[src/rtl/pwm_decoder_if.sv]
// PWM decoder signal bundle: the raw PWM input plus the measurement results.
// The master side (the environment) drives pwm_in and observes the results;
// the slave side (the decoder) samples pwm_in and drives the results.
interface pwm_decoder_if #(
  parameter int CNT_W = 16
);
  logic             pwm_in;
  logic [7:0]       duty_cycle;
  logic [CNT_W-1:0] high_time;
  logic [CNT_W-1:0] period;
  logic             valid;
  logic             stuck;

  modport master (
    output pwm_in,
    input  duty_cycle, high_time, period, valid, stuck
  );

  modport slave (
    input  pwm_in,
    output duty_cycle, high_time, period, valid, stuck
  );
endinterface

[src/rtl/pwm_decoder.sv]
// PWM decoder: measures high time and rise-to-rise period of an asynchronous
// PWM input in clk_in cycles, reports a clamped duty value, and flags a
// stuck input once no edge has been seen for TIMEOUT cycles.
// The interface instance must be built with the same CNT_W as this module.
module pwm_decoder #(
  parameter int CNT_W   = 16,
  parameter int TIMEOUT = 1024
) (
  input  logic         clk_in,
  input  logic         rst_in,
  pwm_decoder_if.slave bus
);

  typedef enum logic [1:0] {
    WAIT_RISE,
    HIGH,
    LOW
  } state_t;

  localparam logic [CNT_W-1:0] CNT_MAX  = '1;
  localparam logic [CNT_W-1:0] TO_VAL   = CNT_W'(TIMEOUT);
  localparam logic [CNT_W-1:0] DUTY_MAX = CNT_W'(255);

  logic             s1_q, s2_q, s3_q;
  logic [CNT_W-1:0] cnt_q, cnt_d;
  logic             to_done_q;
  logic [CNT_W-1:0] high_q;
  state_t           state_q;

  logic [7:0]       duty_q;
  logic [CNT_W-1:0] high_time_q;
  logic [CNT_W-1:0] period_q;
  logic             valid_q;
  logic             stuck_q;

  logic             rise;
  logic             fall;
  logic             timeout;

  // Edge detection on the synchronized level against its one-cycle history.
  assign rise = s2_q & ~s3_q;
  assign fall = ~s2_q & s3_q;

  // Timeout fires once per edge-free interval; a coincident rise wins, and
  // to_done_q keeps a counter saturated exactly at TIMEOUT from re-firing.
  assign timeout = (cnt_q == TO_VAL) && !rise && !to_done_q;

  // Counter next value: restart at 1 on a rise, otherwise count up and stick at max.
  always_comb begin
    cnt_d = cnt_q;
    if (rise) begin
      cnt_d = CNT_W'(1);
    end else if (cnt_q != CNT_MAX) begin
      cnt_d = cnt_q + CNT_W'(1);
    end
  end

  // Two-flop synchronizer followed by the history flop used for edge detection.
  always_ff @(posedge clk_in) begin
    if (rst_in) begin
      s1_q <= 1'b0;
      s2_q <= 1'b0;
      s3_q <= 1'b0;
    end else begin
      s1_q <= bus.pwm_in;
      s2_q <= s1_q;
      s3_q <= s2_q;
    end
  end

  // Cycle counter since the last rise, plus the timeout-already-reported flag.
  always_ff @(posedge clk_in) begin
    if (rst_in) begin
      cnt_q     <= '0;
      to_done_q <= 1'b0;
    end else begin
      cnt_q <= cnt_d;
      if (rise) begin
        to_done_q <= 1'b0;
      end else if (timeout) begin
        to_done_q <= 1'b1;
      end
    end
  end

  // Measurement FSM with registered result outputs; timeout overrides any state.
  always_ff @(posedge clk_in) begin
    if (rst_in) begin
      state_q     <= WAIT_RISE;
      high_q      <= '0;
      duty_q      <= 8'h00;
      high_time_q <= '0;
      period_q    <= '0;
      valid_q     <= 1'b0;
      stuck_q     <= 1'b0;
    end else begin
      valid_q <= 1'b0;
      if (timeout) begin
        state_q     <= WAIT_RISE;
        high_time_q <= '0;
        period_q    <= '0;
        duty_q      <= s2_q ? 8'hFF : 8'h00;
        stuck_q     <= 1'b1;
        valid_q     <= 1'b1;
      end else begin
        case (state_q)
          WAIT_RISE: begin
            // First rise only opens a period; nothing complete to report yet.
            if (rise) begin
              state_q <= HIGH;
            end
          end
          HIGH: begin
            if (fall) begin
              high_q  <= cnt_q;
              state_q <= LOW;
            end
          end
          LOW: begin
            if (rise) begin
              high_time_q <= high_q;
              period_q    <= cnt_q;
              duty_q      <= (high_q > DUTY_MAX) ? 8'hFF : high_q[7:0];
              stuck_q     <= 1'b0;
              valid_q     <= 1'b1;
              state_q     <= HIGH;
            end
          end
          default: begin
            state_q <= WAIT_RISE;
          end
        endcase
      end
    end
  end

  assign bus.duty_cycle = duty_q;
  assign bus.high_time  = high_time_q;
  assign bus.period     = period_q;
  assign bus.valid      = valid_q;
  assign bus.stuck      = stuck_q;

endmodule

[src/flat_wrapper.sv]
// flat-port wrapper written by rule: the top's interface ports become plain ports
module pwm_decoder_flat 
#(
  parameter int CNT_W   = 16,
  parameter int TIMEOUT = 1024
)
  (clk_in, rst_in, bus_pwm_in, bus_duty_cycle, bus_high_time, bus_period, bus_valid, bus_stuck);
  pwm_decoder_if #(.CNT_W(CNT_W)) bus_i ();
  input  logic clk_in;
  input  logic rst_in;
  input wire logic [$bits(bus_i.pwm_in)-1:0] bus_pwm_in;
  output wire logic [$bits(bus_i.duty_cycle)-1:0] bus_duty_cycle;
  output wire logic [$bits(bus_i.high_time)-1:0] bus_high_time;
  output wire logic [$bits(bus_i.period)-1:0] bus_period;
  output wire logic [$bits(bus_i.valid)-1:0] bus_valid;
  output wire logic [$bits(bus_i.stuck)-1:0] bus_stuck;
  assign bus_i.pwm_in = bus_pwm_in;
  assign bus_duty_cycle = bus_i.duty_cycle;
  assign bus_high_time = bus_i.high_time;
  assign bus_period = bus_i.period;
  assign bus_valid = bus_i.valid;
  assign bus_stuck = bus_i.stuck;
  pwm_decoder #(.CNT_W(CNT_W), .TIMEOUT(TIMEOUT)) u_core (.clk_in(clk_in), .rst_in(rst_in), .bus(bus_i));
endmodule
[config.mk]
export PLATFORM = sky130hd
export DESIGN_NAME = pwm_decoder_flat
export DESIGN_NICKNAME = d
export VERILOG_FILES = /design/src/rtl/pwm_decoder_if.sv /design/src/rtl/pwm_decoder.sv /design/src/flat_wrapper.sv
export SDC_FILE = /design/constraint.sdc
export NUM_CORES = 1
export LEC_CHECK = 0
export ABC_AREA = 1
export BUFFER_PORTS_ARGS = -buffer_cell sky130_fd_sc_hd__buf_2
export CAP_MARGIN = 10
export CORE_MARGIN = 2
export CORE_UTILIZATION = 42
export DETAILED_ROUTE_END_ITERATION = 8
export GPL_TIMING_DRIVEN = 0
export PLACE_DENSITY = 0.61
export RECOVER_POWER = 25
export SLEW_MARGIN = 20
export SYNTH_ARGS = -nofsm -noshare
export SYNTH_HDL_FRONTEND = slang
export SYNTH_SLANG_ARGS = --single-unit
[constraint.sdc]
create_clock -name clk_in -period 2.6 [get_ports clk_in]
set_input_delay 0.26 -clock clk_in [delete_from_list [all_inputs] [get_ports clk_in]]
set_output_delay 0.26 -clock clk_in [all_outputs]
set_load 0.02 [all_outputs]
==> results of run 1 <==
-- area by class of cell --
class | instances | share of cell area (%)
Sequential cell | 80 | 41.2
Multi-Input combinational cell | 327 | 38.1
Clock buffer | 11 | 3.89
Inverter | 45 | 4.41
Tap cell | 102 | 3.28
Timing Repair Buffer | 44 | 4.76
Clock inverter | 5 | 2.03
Buffer | 14 | 2.32
-- final timing paths --
check / start / end / slack, ps / depth (start not counted)
max: u_core.cnt_q[0]$_SDFFE_PP0P_ / u_core.cnt_q[0]$_SDFFE_PP0P_ / 730 / 8
min: bus_pwm_in / u_core.s1_q$_SDFF_PP0_ / 110 / 3
max reg2reg: u_core.cnt_q[0]$_SDFFE_PP0P_ / u_core.cnt_q[0]$_SDFFE_PP0P_ / 730 / 8
min reg2reg: u_core.s1_q$_SDFF_PP0_ / u_core.s2_q$_SDFF_PP0_ / 410 / 2
-- metal layers --
metal | track usage (%) | vias to the layer above
li1 | - | 1574
met1 | 24.3 | 1319
met2 | 29.5 | 54
met3 | 3.63 | 7
met4 | 8.82 | 0
met5 | 0 | -
-- cell families after synthesis --
kind of cell	Yosys count	share of synthesized area (%)
buf+inv	59	7.82
fa+ha+maj	2	0.748
xor+xnor	2	0.524
flops	80	47.9
simple gates	249	31.6
compound gates	74	11.4
-- through the flow --
step / setup slack [ps] / utilization [%]
after floorplan: 1150 / -
after global placement: 762 / 47.8
after detailed placement: 763 / 47.8
after CTS: 754 / 50.8
after global routing: 557 / 50.3
final: 731 / 50.3
-- worst min-delay path: cells and delay by family --
kind          cells  cell delay [ps]
buf+inv           2              130
simple gates      1               30
-- Yosys cell counts, drive strengths merged --
cell / instances / area share [%]
nand4: 2 / 0.37
nor3: 1 / 0.15
nand2: 138 / 16
nand3: 12 / 2.2
dfxtp: 80 / 48
inv: 43 / 4.9
o21ai: 24 / 3.6
nand3b: 1 / 0.22
or2: 6 / 1.1
a31oi: 9 / 1.7
a21oi: 41 / 6.1
ha: 2 / 0.75
nor2: 89 / 12
xnor2: 1 / 0.26
clkbuf: 4 / 0.45
clkinv: 2 / 0.22
buf: 10 / 2.2
xor2: 1 / 0.26
-- registers in the layout (all words and copies together) (netlist names) --
register,flops
u_core.bus.high_time,16
u_core.bus.period,16
u_core.cnt_q,16
u_core.high_q,16
u_core.bus.duty_cycle,8
u_core.state_q,2
u_core.bus.stuck,1
u_core.bus.valid,1
u_core.s1_q,1
u_core.s2_q,1
u_core.s3_q,1
u_core.to_done_q,1
-- power by group --
group | switching, W | internal, W
clock network | 0.000440 | 0.000592
logic | 0.0000466 | 0.0000204
registers | 0.0000116 | 0.00123
==> reports/results.tsv, run 1 <==
stage	metric	value	unit
run_status	outcome	finished, final reports clean	
clock_tree	Worst-path clk slew	80	ps
clock_tree	Post-CTS Hold Fix Bufs	0	
clock_tree	CTS tree	built	
clock_tree	clk buf depth	2	
min_path	Tightest Hold Check Type	input port to register	
critical_path	Worst path most repeated cell	a21oi_1	
critical_path	Setup Crit Path Kind	register to register	
global_route	global route total overflow	0	
routing	met2 WL	3370	um
final_layout	commonest non-fill, non-tap cells in the layout	135 x nand2_1, 80 x dfxtp_1, 72 x nor2_1	
final_layout	sequential cell area	1600	um2
routing	WL met3	266	um
final_layout	most common cell after layout, fill and taps aside	nand2_1	
final_layout	Design Area, Final	3890	um2
job	Max Cap Viol	0	
timing	Rel. slew slack	62.1	%
synthesis	Mean Syn Cell Area	7.18	um2
routing	WL per Instance	12.0	um
critical_path	Critical Path End Type	register	
critical_path	slowest CP cell	dfxtp_1	
timing	Worst-Margin Slew	566	ps
timing	Setup Viol. Count Final	0	
die	full die area	8690	um2
synthesis	synth unique cells	30	
final_layout	Antenna diodes	0	
synthesis	sequential area share after synthesis	47.9	%
critical_path	CP Launch Type	register	
critical_path	delay-heaviest family, CP	simple AND/OR/NAND/NOR gates	
final_layout	fill count	829	
critical_path	critical path required time	2830	ps
die	core area	7730	um2
timing	final critical-path share of the clock period	71.9	%
critical_path	CP cell instances	ha_1 -> inv_1 -> nor2_1 -> nand2_1 -> nor2_2 -> inv_2 -> a21oi_1 -> a21oi_1	
synthesis	Syn Inst Count	466	
pwr	Final Power	0.00234	W
critical_path	Crit Path Max Fanout	10	
clock_tree	post-CTS setup buffer count	0	
clock_tree	clock root buffer	clkbuf_8	
routing	DR vias/cell	4.70	
final_layout	Syn-to-layout area delta	16.2	%
clock_tree	Resized cells post-CTS	0	
routing	Residual DRC	0	
final_layout	Nets	526	
routing	drt pass-1 iters	4	
routing	initial drt markers	139	
global_route	initial antenna violation count	0	
clock_tree	clock sink count	80	
die	# IOs	45	
clock_tree	H-tree lvl count	3	
final_layout	area of the multi-input gates	1480	um2
critical_path	CP Buf/Inv Count	2	
timing	RSZ-0062 raised after global routing	false	
routing	Met1 Wirelength	3790	um
pwr	Pwr Density	603	nW/um2
clock_tree	cts bufs inserted	9	
place	dpl hpwl	5420	um
timing	FMAX	0.535	GHz
critical_path	Critical Path Max Stage Delay	520	ps
timing	max-slew violations	0	
timing	Final Hold Fails	0	
die	Vert. Die Dim	93.2	um
routing	ANT nets after route	0	
die	die width	93.2	um
final_layout	Layout Cells excl Fill	628	
place	Post-DP Area	3690	um2
routing	WL final	7530	um
timing	clock skew	11.2	ps
global_route	GRT Total Usage	18.6	%
pwr	Max IR drop VDD	0.000337	V
synthesis	Syn Std Cell Area	3340	um2
synthesis	FF+latch count, synth	80	
place	I/O Buffers	44	
synthesis	Mapped Nets	471	
timing	Fin Setup TNS	0	ps
clock_tree	Worst-Skew Late Latency	350	ps
pwr	Leak	1.56	nW
die	initial core utilization	43.3	%
synthesis	synth warn	0	
final_layout	share of cells above drive strength 1	13.9	%
routing	Top Layer Used	met4	
global_route	number of global-route vias before repair	2566	
critical_path	crit path DAT	2100	ps
global_route	first-pass GRT wire length	12500	um
place	# placed instances	612	
place	routability-driven placement congestion ratio	0.826	
global_route	largest net degree at the start of global routing	14	
timing	Final Hold Slack	113	ps
die	row count	32	
routing	Vias	2954	
timing	min cycle time layout	1870	ps
(Power assumes the default switching activity.)
==> inputs of run 2 (changes only) <==
--- a/config.mk
+++ b/config.mk
@@ -12,7 +12,7 @@
 export CORE_UTILIZATION = 42
 export DETAILED_ROUTE_END_ITERATION = 8
 export GPL_TIMING_DRIVEN = 0
-export PLACE_DENSITY = 0.61
+export PLACE_DENSITY = 0.64
 export RECOVER_POWER = 25
 export SLEW_MARGIN = 20
 export SYNTH_ARGS = -nofsm -noshare
==> constraint.sdc (replaced) <==
create_clock -name clk_in -period 1.55 [get_ports clk_in]
set_input_delay 0.155 -clock clk_in [delete_from_list [all_inputs] [get_ports clk_in]]
set_output_delay 0.155 -clock clk_in [all_outputs]
set_load 0.02 [all_outputs]
==> run 2 against run 1 <==
- power increased by 70%
- sequential share of layout area decreased by 1.5 points
- maximum frequency increased by 25%
- first-iteration DRC count decreased by 20%
- global-route usage increased by 0.40 points
- worst hold slack improved by 38 ps
- clock skew increased by 0.91 ps
- wire length increased by 5.7%
- setup slack got worse by 680 ps
- cell area increased by 5.5%
- critical path type unchanged
- largest cell class unchanged
==> reports/results.tsv, run 2 (same netlist as run 1, synthesis figures left out) <==
stage	metric	value	unit	change
critical_path	FF-to-FF Start	u_core.cnt_q[0]$_SDFFE_PP0P_		
critical_path	CP cell instances	ha_2 -> inv_1 -> nor2_4 -> nand2_4 -> nor2_4 -> buf_4 -> nand2_1 -> a21oi_1		
place	I/O Buffers	44		unchanged
critical_path	reg2reg setup slack	50	ps	-680 ps
final_layout	Antenna diodes	0		unchanged
clock_tree	Worst-path clk slew	80	ps	about the same
global_route	GRT Total Usage	19.0	%	+0.40 points
timing	max-slew violations	0		unchanged
routing	WL per Instance	12.4	um	+3.4%
pwr	Max IR drop VDD	0.000468	V	+39%
clock_tree	clock sink count	80		unchanged
final_layout	most common cell after layout, fill and taps aside	nand2_1		
timing	setup ws final	52.5	ps	-678 ps
critical_path	CP Launch Type	register		
die	die width	93.2	um	unchanged
clock_tree	Worst-Skew Late Latency	360	ps	about the same
min_path	Min-Delay Path Depth	2		-1
global_route	first-pass GRT wire length	13000	um	+4.6%
critical_path	delay-heaviest family, CP	simple AND/OR/NAND/NOR gates		
run_status	outcome	finished, final reports clean		
place	routability-driven placement congestion ratio	0.804		-2.7%
critical_path	Worst path most repeated cell	nor2_4		
die	initial core utilization	43.3	%	unchanged
routing	WL final	7960	um	+5.7%
critical_path	CP Buf/Inv Count	2		unchanged
place	dpl hpwl	5490	um	+1.3%
timing	Worst-Margin Slew	464	ps	-102 ps
critical_path	Crit Path Max Fanout	6		-4
global_route	number of global-route vias before repair	2802		+9.2%
final_layout	commonest non-fill, non-tap cells in the layout	132 x nand2_1, 67 x nor2_1, 64 x dfxtp_1		
timing	final critical-path share of the clock period	96.6	%	+25 points
min_path	Worst Hold End	u_core.bus.stuck$_SDFFE_PP0P_		
routing	Residual DRC	0		unchanged
final_layout	share of cells above drive strength 1	22.2	%	+8.3 points
die	core area	7730	um2	unchanged
critical_path	slowest CP cell	dfxtp_4		
final_layout	Nets	540		+2.7%
global_route	initial antenna violation count	0		unchanged
critical_path	RR Endpoint	u_core.cnt_q[1]$_SDFFE_PP0P_		
clock_tree	clk buf depth	2		unchanged
timing	Fin Setup TNS	0	ps	unchanged
routing	initial drt markers	111		-20%
timing	Setup Viol. Count Final	0		unchanged
timing	min cycle time layout	1500	ps	-372 ps
critical_path	crit path DAT	1770	ps	-330 ps
die	full die area	8690	um2	unchanged
global_route	global route total overflow	0		unchanged
min_path	hold path start	rst_in		
critical_path	Critical Path End Type	register		
routing	Vias	3058		+3.5%
critical_path	critical path required time	1820	ps	-1010 ps
min_path	Tightest Hold Check Type	input port to register		
place	Place WS	-272	ps	-1040 ps
clock_tree	clock root buffer	clkbuf_8		
timing	Final Hold Slack	150	ps	+37.8 ps
clock_tree	CTS tree	built		
pwr	Pwr Density	971	nW/um2	+61%
die	# IOs	45		unchanged
global_route	largest net degree at the start of global routing	15		+1
job	Max Cap Viol	0		unchanged
final_layout	final core occ	53.1	%	+2.8 points
timing	Rel. slew slack	69.1	%	+7.0 points
timing	Final Hold Fails	0		unchanged
critical_path	Critical Path Max Stage Delay	390	ps	-130 ps
routing	ANT nets after route	0		unchanged
routing	DR vias/cell	4.76		+1.3%
clock_tree	H-tree lvl count	3		unchanged
critical_path	Setup Crit Path Kind	register to register		
clock_tree	cts bufs inserted	9		unchanged
pwr	Leak	1.65	nW	+5.8%
timing	FMAX	0.668	GHz	+25%
die	row count	32		unchanged
final_layout	Syn-to-layout area delta	22.6	%	
die	Vert. Die Dim	93.2	um	unchanged
routing	drt pass-1 iters	4		unchanged
critical_path	Reg2Reg Depth	8		unchanged
timing	clock skew	12.1	ps	+0.906 ps
-- run 2: cell count changes in the layout (fill, tap and decap cells not counted), sizes merged --
cell         before  now
clkinv            5    2
clkinvlp          0    3
clkbuf           43   40
dlygate4sd3       0    1
inv              43   44
buf              26   41
-- run 2: worst register-to-register path: stages (launching register included) --
cell	delay (ps)
dfxtp_4	390
ha_2	200
inv_1	90
nor2_4	150
nand2_4	90
nor2_4	140
buf_4	140
nand2_1	70
a21oi_1	160
-- run 2: layer usage --
layer	routed length [um]	share of wire [%]	up-vias	track usage, %
li1	-	-	1599	-
met1	3760	47	1390	25.2
met2	3700	47	57	29.8
met3	380	4.8	12	4.03
met4	119	1.5	0	8.46
met5	0	0	-	0
-- run 2: area by class of cell --
cell class / count / area [um2]
Buffer: 13 / 90.1
Multi-Input combinational cell: 327 / 1550
Sequential cell: 80 / 1630
Fill cell: 792 / 3630
Tap cell: 102 / 128
Clock inverter: 6 / 91.3
Clock buffer: 10 / 138
Inverter: 45 / 180
Timing Repair Buffer: 59 / 300
-- run 2: power breakdown --
part | internal (W) | switching [W] | total [W]
Combinational | 0.0000552 | 0.0000918 | 0.000147
Sequential | 0.00207 | 0.0000182 | 0.00208
Clock | 0.000956 | 0.000796 | 0.00175
Total | 0.00308 | 0.000906 | 0.00398
-- run 2: how the worst max path moves through the flow --
stage	startpoint	cells after the start	to	slack [ps]
after global placement	u_core.cnt_q[0]$_SDFFE_PP0P_	8	u_core.cnt_q[0]$_SDFFE_PP0P_	-260
after detailed placement	u_core.cnt_q[0]$_SDFFE_PP0P_	8	u_core.cnt_q[0]$_SDFFE_PP0P_	-270
after floorplan	u_core.cnt_q[0]$_SDFFE_PP0P_	8	u_core.cnt_q[0]$_SDFFE_PP0P_	100
after global routing	u_core.cnt_q[1]$_SDFFE_PP0P_	9	u_core.high_q[10]$_SDFFE_PP0P_	-30
after CTS	u_core.cnt_q[0]$_SDFFE_PP0P_	9	u_core.bus.duty_cycle[7]$_SDFFE_PP0P_	5
final	u_core.cnt_q[0]$_SDFFE_PP0P_	8	u_core.cnt_q[1]$_SDFFE_PP0P_	50
-- run 2: per-stage QoR --
step / cell area [um2] / power (W) / std cells
3_3_place_gp: 3690 / 0.00225 / 612
4_1_cts: 3980 / 0.00399 / 632
6_report: 4100 / 0.00398 / 642
2_1_floorplan: 3340 / 0.00221 / 466
3_5_place_dp: 3690 / 0.00225 / 612
5_1_grt: 4100 / 0.00414 / 642
-- run 2: repair_timing --
| action | 4_1_cts | 5_1_grt |
|---|---|---|
| resized for setup | 12 | 45 |
| pin swaps | 1 | 8 |
| hold buffers | 1 | 0 |
| hold endpoints to repair | 1 | 0 |
| endpoints found under the setup margin | 66 | 66 |
| buffers inserted | 3 | 11 |
